$ cat config.mk
export PLATFORM = sky130hd
export DESIGN_NAME = imm_gen_pipe_flat
export DESIGN_NICKNAME = d
export VERILOG_FILES = /design/src/rtl/imm_gen_pipe_pkg.sv /design/src/rtl/imm_gen_pipe_if.sv /design/src/rtl/imm_gen_pipe_extract.sv /design/src/rtl/imm_gen_pipe.sv /design/src/flat_wrapper.sv
export SDC_FILE = /design/constraint.sdc
export NUM_CORES = 1
export LEC_CHECK = 0
export CORE_ASPECT_RATIO = 1.1
export CORE_MARGIN = 5
export CORE_UTILIZATION = 39
export CTS_CLUSTER_DIAMETER = 100
export DETAILED_ROUTE_END_ITERATION = 10
export PLACE_DENSITY = 0.68
export SETUP_SLACK_MARGIN = 0.2
export SLEW_MARGIN = 20
export SYNTH_ARGS = -nofsm -noshare
export SYNTH_HDL_FRONTEND = slang
export SYNTH_SLANG_ARGS = --single-unit
$ cat constraint.sdc
create_clock -name clk -period 1.8 [get_ports clk]
set_input_delay 0.27 -clock clk [delete_from_list [all_inputs] [get_ports clk]]
set_output_delay 0.27 -clock clk [all_outputs]
set_load 0.05 [all_outputs]
$ cat src/rtl/imm_gen_pipe_pkg.sv
// imm_pkg: shared immediate-source encodings for the immediate generator.
// No logic; a helper classifies the reserved imm_src codes.
// Imported by imm_extract, imm_gen_pipe and imm_gen_pipe_if.
package imm_pkg;

  typedef logic [2:0] imm_src_t;

  localparam imm_src_t IMM_I    = 3'b000;
  localparam imm_src_t IMM_S    = 3'b001;
  localparam imm_src_t IMM_B    = 3'b010;
  localparam imm_src_t IMM_U    = 3'b011;
  localparam imm_src_t IMM_J    = 3'b100;
  localparam imm_src_t IMM_ZIMM = 3'b101;

  // Codes 110/111 carry no immediate format.
  function automatic logic is_reserved(input imm_src_t src);
    return (src == 3'b110) || (src == 3'b111);
  endfunction

endpackage

$ cat src/rtl/imm_gen_pipe_if.sv
// imm_gen_pipe_if: upstream (in_*) and downstream (out_*) valid/ready bundle.
// master = instruction source / result sink, slave = imm_gen_pipe.
// IMM_ILLEGAL_EN adds out_illegal; otherwise that signal does not exist.
interface imm_gen_pipe_if
  import imm_pkg::*;
#(
  parameter int XLEN  = 32,
  parameter int TAG_W = 32
);
  logic             in_valid;
  logic             in_ready;
  logic [31:0]      in_instr;
  imm_src_t         in_imm_src;
  logic [TAG_W-1:0] in_tag;
  logic             out_valid;
  logic             out_ready;
  logic [XLEN-1:0]  out_imm;
  logic [TAG_W-1:0] out_tag;
`ifdef IMM_ILLEGAL_EN
  logic             out_illegal;
`endif

  modport master (
`ifdef IMM_ILLEGAL_EN
    input  out_illegal,
`endif
    output in_valid, in_instr, in_imm_src, in_tag, out_ready,
    input  in_ready, out_valid, out_imm, out_tag
  );

  modport slave (
`ifdef IMM_ILLEGAL_EN
    output out_illegal,
`endif
    input  in_valid, in_instr, in_imm_src, in_tag, out_ready,
    output in_ready, out_valid, out_imm, out_tag
  );

endinterface

$ cat src/rtl/imm_gen_pipe_extract.sv
// imm_extract: pulls the immediate field out of an RV32I/RV64I instruction word.
// Latency: purely combinational.
// Backpressure: none; the caller registers the result.
module imm_extract
  import imm_pkg::*;
#(
  parameter int XLEN = 32
) (
  input  logic [31:0]     instr_i,
  input  imm_src_t        imm_src_i,
  output logic [XLEN-1:0] imm_o,
  output logic            illegal_o
);

  logic [31:0] imm32;
  logic        unused_opcode;

  // The opcode field never contributes to an immediate.
  assign unused_opcode = ^instr_i[6:0];

  // Assemble the format's bit fields, sign-extended to 32 bits.
  always_comb begin
    imm32 = '0;
    case (imm_src_i)
      IMM_I:    imm32 = {{20{instr_i[31]}}, instr_i[31:20]};
      IMM_S:    imm32 = {{20{instr_i[31]}}, instr_i[31:25], instr_i[11:7]};
      IMM_B:    imm32 = {{19{instr_i[31]}}, instr_i[31], instr_i[7],
                         instr_i[30:25], instr_i[11:8], 1'b0};
      IMM_U:    imm32 = {instr_i[31:12], 12'b0};
      IMM_J:    imm32 = {{11{instr_i[31]}}, instr_i[31], instr_i[19:12],
                         instr_i[20], instr_i[30:21], 1'b0};
      IMM_ZIMM: imm32 = {27'b0, instr_i[19:15]};
      default:  imm32 = '0;
    endcase
  end

  // Every format fits in 32 bits; zimm has bit 31 clear, so sign extension to XLEN is correct for all.
  assign imm_o     = XLEN'($signed(imm32));
  assign illegal_o = is_reserved(imm_src_i);

endmodule

$ cat src/rtl/imm_gen_pipe.sv
// imm_gen_pipe: decode-stage immediate generator with a 2-entry (main + skid) elastic output.
// Latency: 1 cycle from in fire to out_valid; full throughput.
// Backpressure: in_ready is registered (= skid empty); flush drops both entries. Option: IMM_ILLEGAL_EN.
module imm_gen_pipe
  import imm_pkg::*;
#(
  parameter int XLEN  = 32,
  parameter int TAG_W = 32
) (
  input  logic          clk,
  input  logic          rst_n,
  input  logic          flush,
  imm_gen_pipe_if.slave bus
);

  typedef struct packed {
    logic [XLEN-1:0]  imm;
    logic [TAG_W-1:0] tag;
    logic             illegal;
  } entry_t;

  entry_t          main_q, main_d, skid_q, skid_d, new_entry;
  logic            main_vld_q, main_vld_d;
  logic            skid_vld_q, skid_vld_d;
  logic            in_rdy_q, in_rdy_d;
  logic            in_fire, out_fire;
  logic [XLEN-1:0] ext_imm;
  logic            ext_illegal;

  imm_extract #(.XLEN(XLEN)) u_extract (
    .instr_i   (bus.in_instr),
    .imm_src_i (bus.in_imm_src),
    .imm_o     (ext_imm),
    .illegal_o (ext_illegal)
  );

  assign new_entry = '{imm: ext_imm, tag: bus.in_tag, illegal: ext_illegal};
  assign in_fire   = bus.in_valid & in_rdy_q;
  assign out_fire  = main_vld_q & bus.out_ready;

  // Next state: drain main (refilling from skid), then place any accepted entry, flush overrides all.
  always_comb begin
    main_vld_d = main_vld_q;
    main_d     = main_q;
    skid_vld_d = skid_vld_q;
    skid_d     = skid_q;
    if (out_fire) begin
      if (skid_vld_q) begin
        main_d     = skid_q;
        skid_vld_d = 1'b0;
      end else begin
        main_vld_d = 1'b0;
      end
    end
    // in_fire never coincides with a full skid, so main is free whenever it drains.
    if (in_fire) begin
      if (!main_vld_q || out_fire) begin
        main_vld_d = 1'b1;
        main_d     = new_entry;
      end else begin
        skid_vld_d = 1'b1;
        skid_d     = new_entry;
      end
    end
    if (flush) begin
      main_vld_d = 1'b0;
      skid_vld_d = 1'b0;
    end
    in_rdy_d = !skid_vld_d;
  end

  // State registers; in_ready stays low throughout reset and rises on the first edge after it.
  always_ff @(posedge clk or negedge rst_n) begin
    if (!rst_n) begin
      main_vld_q <= 1'b0;
      skid_vld_q <= 1'b0;
      in_rdy_q   <= 1'b0;
      main_q     <= '0;
      skid_q     <= '0;
    end else begin
      main_vld_q <= main_vld_d;
      skid_vld_q <= skid_vld_d;
      in_rdy_q   <= in_rdy_d;
      main_q     <= main_d;
      skid_q     <= skid_d;
    end
  end

  assign bus.in_ready  = in_rdy_q;
  assign bus.out_valid = main_vld_q;
  assign bus.out_imm   = main_q.imm;
  assign bus.out_tag   = main_q.tag;
`ifdef IMM_ILLEGAL_EN
  assign bus.out_illegal = main_q.illegal;
`else
  logic unused_illegal;
  assign unused_illegal = main_q.illegal;
`endif

endmodule

$ cat src/flat_wrapper.sv
// flat-port wrapper written by rule: the top's interface ports become plain ports
module imm_gen_pipe_flat import imm_pkg::*;
#(
  parameter int XLEN  = 32,
  parameter int TAG_W = 32
)
  (clk, rst_n, flush, bus_in_valid, bus_in_instr, bus_in_imm_src, bus_in_tag, bus_out_ready, bus_in_ready, bus_out_valid, bus_out_imm, bus_out_tag);
  imm_gen_pipe_if #(.XLEN(XLEN), .TAG_W(TAG_W)) bus_i ();
  input  logic clk;
  input  logic rst_n;
  input  logic flush;
  input wire logic [$bits(bus_i.in_valid)-1:0] bus_in_valid;
  input wire logic [$bits(bus_i.in_instr)-1:0] bus_in_instr;
  input wire logic [$bits(bus_i.in_imm_src)-1:0] bus_in_imm_src;
  input wire logic [$bits(bus_i.in_tag)-1:0] bus_in_tag;
  input wire logic [$bits(bus_i.out_ready)-1:0] bus_out_ready;
  output wire logic [$bits(bus_i.in_ready)-1:0] bus_in_ready;
  output wire logic [$bits(bus_i.out_valid)-1:0] bus_out_valid;
  output wire logic [$bits(bus_i.out_imm)-1:0] bus_out_imm;
  output wire logic [$bits(bus_i.out_tag)-1:0] bus_out_tag;
  assign bus_i.in_valid = bus_in_valid;
  assign bus_i.in_instr = bus_in_instr;
  assign bus_i.in_imm_src = bus_in_imm_src;
  assign bus_i.in_tag = bus_in_tag;
  assign bus_i.out_ready = bus_out_ready;
  assign bus_in_ready = bus_i.in_ready;
  assign bus_out_valid = bus_i.out_valid;
  assign bus_out_imm = bus_i.out_imm;
  assign bus_out_tag = bus_i.out_tag;
  imm_gen_pipe #(.XLEN(XLEN), .TAG_W(TAG_W)) u_core (.clk(clk), .rst_n(rst_n), .flush(flush), .bus(bus_i));
endmodule
==> results of run 1 <==
[layer usage]
metal  vias to the layer above  part of all wire  wire (microns)
met3                        20             0.068            1110
met1                      2649              0.43            7100
met2                       191              0.48            7920
li1                       2579                 -               -
met5                         -                 0               0
met4                         0             0.014             226
[path summary, 6_finish.rpt]
kind | end | cells past startpoint
hold reg to reg | u_core.skid_q[9] | 2
min in group clk | u_core.skid_q[18] | 3
setup / recovery | bus_out_tag[29] | 1
hold / removal | u_core.bus.out_imm[3] | 3
max in group asynchronous | u_core.bus.out_valid | 3
setup reg to reg | u_core.bus.out_tag[6] | 4
[registers in the layout, indices dropped and copies added, names as in the netlist]
| name | count |
|---|---|
| u_core.bus.in_ready | 1 |
| u_core.bus.out_imm | 32 |
| u_core.bus.out_tag | 32 |
| u_core.bus.out_valid | 1 |
| u_core.skid_q | 64 |
| u_core.skid_vld_q | 1 |
[power by group through the flow]
stage	logic, mW	clock network, mW	registers, mW
floorplan	0.716	0	4.53
global placement	2.34	0	3.81
detailed placement	2.39	0	3.84
CTS	2.31	3.72	3.79
global route	2.48	3.85	3.85
finish	2.30	3.65	3.79
[synth_stat cells (5+ instances only)]
master | instances | area [sq um]
nand2_1 | 257 | 965
dfrtp_1 | 131 | 3280
a21oi_1 | 66 | 330
nor2_1 | 47 | 176
a31oi_1 | 36 | 225
buf_2 | 25 | 125
and3_1 | 24 | 150
clkbuf_1 | 15 | 56.3
o21ai_1 | 12 | 60.1
o21ai_0 | 11 | 55.1
a32oi_1 | 9 | 78.8
buf_4 | 8 | 60.1
o22a_1 | 8 | 70.1
nor2b_1 | 5 | 31.3
[what timing repair did]
action	in CTS	in global routing
hold buffers	1	0
endpoints found under the setup margin	43	36
endpoints found under the hold margin	131	0
gates resized for setup	58	30
setup buffers	0	0
[cells by family (layout without fill, tap and decap cells)]
| group | count (synthesis) | in the layout | synth area share |
|---|---|---|---|
| flops | 131 | 131 | 0.556 |
| compound gates | 153 | 153 | 0.154 |
| mux | 5 | 5 | 0.00912 |
| buf+inv | 55 | 204 | 0.0454 |
| simple gates | 343 | 343 | 0.235 |
[final cells by class]
cell class / instances / area share
inverters: 4 / 0.00183
repair buffers: 168 / 0.200
flip-flops and latches: 131 / 0.400
multi-input cells: 501 / 0.292
clock inverters: 13 / 0.0223
clock buffers: 19 / 0.0540
well taps: 196 / 0.0299
[through the flow]
step	TNS (ps)	setup WS, ps	hold slack (ps)
2_1_floorplan	0	251	-25.6
3_3_place_gp	-1400	-90.8	310
3_5_place_dp	-4810	-180	315
4_1_cts	0	171	396
5_1_grt	0	181	414
6_report	0	234	387
==> flow_summary.json, run 1 <==
{
  "grtUsageTotal": 0.190,
  "ff2ff_setup_slack_ps": 360,
  "peakVddDrop_mv": 0.719,
  "internal_power_mw": 6.62,
  "mostFrequentLayoutCells": "nand2_1 (257), dfrtp_1 (130), a21oi_1 (66)",
  "portBuffers": 130,
  "clock_path_buffers": 2,
  "grt_pass1_vias": 5436,
  "die_w_microns": 127,
  "busiest_layer": "met2",
  "first_iter_violations": 389,
  "grt_overflow": 0,
  "setup_violations": 0,
  "status": "finished clean",
  "synth_top_flop_cell": "dfrtp_1",
  "finalWirelength_mm": 16.4,
  "syn2layout_area_growth_pct": 38.9,
  "criticalPathCategory": "reg2out",
  "met3_usage": 0.0462,
  "fp-row-count": 47,
  "r2r-start": "u_core.bus.out_valid",
  "layout.nets": 895,
  "multi_input_area_sq_um": 2390,
  "avgSynthCellArea_sq_um": 8.59,
  "required_ps": 1530,
  "p_switching_mw": 3.11,
  "cap_violations": 0,
  "place_area_sq_um": 7600,
  "drtPass1Iterations": 5,
  "synth-edff-count": 0,
  "p_seq_frac": 0.389,
  "synth_warnings": 0,
  "combinationalPowerShare": 0.236,
  "p_clk_frac": 0.375,
  "ant_nets": 0,
  "crit_path_max_incr_delay_ps": 540,
  "finalMaxSlewViolations": 0,
  "drive_gt1_frac": 0.134,
  "viasPerCell": 5.27,
  "cts.clk_slew.worst_paths_ps": 60,
  "async_reset_ff_frac": 1.00,
  "cts-root-buf": "clkbuf_16",
  "syn_nets": 759,
  "diodes": 0,
  "min_period_ps": 1570,
  "worst_slew_pin_slew_ps": 513,
  "fin_cells": 1032,
  "fin_crit_sh": 0.870,
  "fin_area_sq_um": 8200,
  "gp_congestion": 0.896,
  "finClkSkew_ps": 6.76,
  "switching_share": 0.320,
  "numCtsBuffers": 17,
  "nFillCells": 1320,
  "crit_slowest_cell": "dlygate4sd2_1",
  "final_common_cell": "nand2_1",
  "fmaxAchievable_mhz": 639,
  "cts_tree": "built",
  "synth-seq-area-share": 0.556,
  "ios": 138,
  "drc_errors": 0,
  "register_area_sq_um": 3280,
  "crit_chain": "dlygate4sd2_1",
  "htreeDepth": 4,
  "setup.worst_path.end_class": "output pin",
  "cp-startpoint": "u_core.bus.out_tag[29]",
  "power_mw": 9.74,
  "clock_sinks": 131,
  "crit_buf_inv": 1,
  "die_h_microns": 139,
  "finalHoldViolations": 0,
  "grt_max_degree": 69,
  "hpwlAfterDp_mm": 11.2,
  "syn-cell-area_sq_um": 5900,
  "ys_seq_elements": 131,
  "initial_core_util": 0.395,
  "arrival_ps": 1300,
  "grt_setup_unrepaired": "true",
  "cp-start-kind": "flip-flop",
  "grt_pass1_wl_mm": 27.2,
  "crit_family": "buffers and inverters",
  "routedWlPerCell_microns": 15.8,
  "maxSlewHeadroom": 0.659,
  "met2_usage": 0.301,
  "use_met1": 0.250,
  "power_density_nw_per_um2": 1190,
  "synthCells": 687,
  "dp_cells": 999,
  "cp_max_fo": 2,
  "vias": 5439,
  "fin_util": 0.549,
  "p_leak_nw": 3.83,
  "synth_cell_types": 31,
  "hold_path_class": "in2async",
  "core-area_sq_um": 14900,
  "die_area_sq_um": 17700,
  "insertion_delay_ps": 420,
  "antenna_found_initial": 0
}
Note: power is estimated with default switching activity, not from simulation.
==> run 2: changes to the inputs <==
- HOLD_SLACK_MARGIN: unset -> 0.15
==> results of run 2 <==
The final DEF is identical to that of run 1; final timing and power are the same.
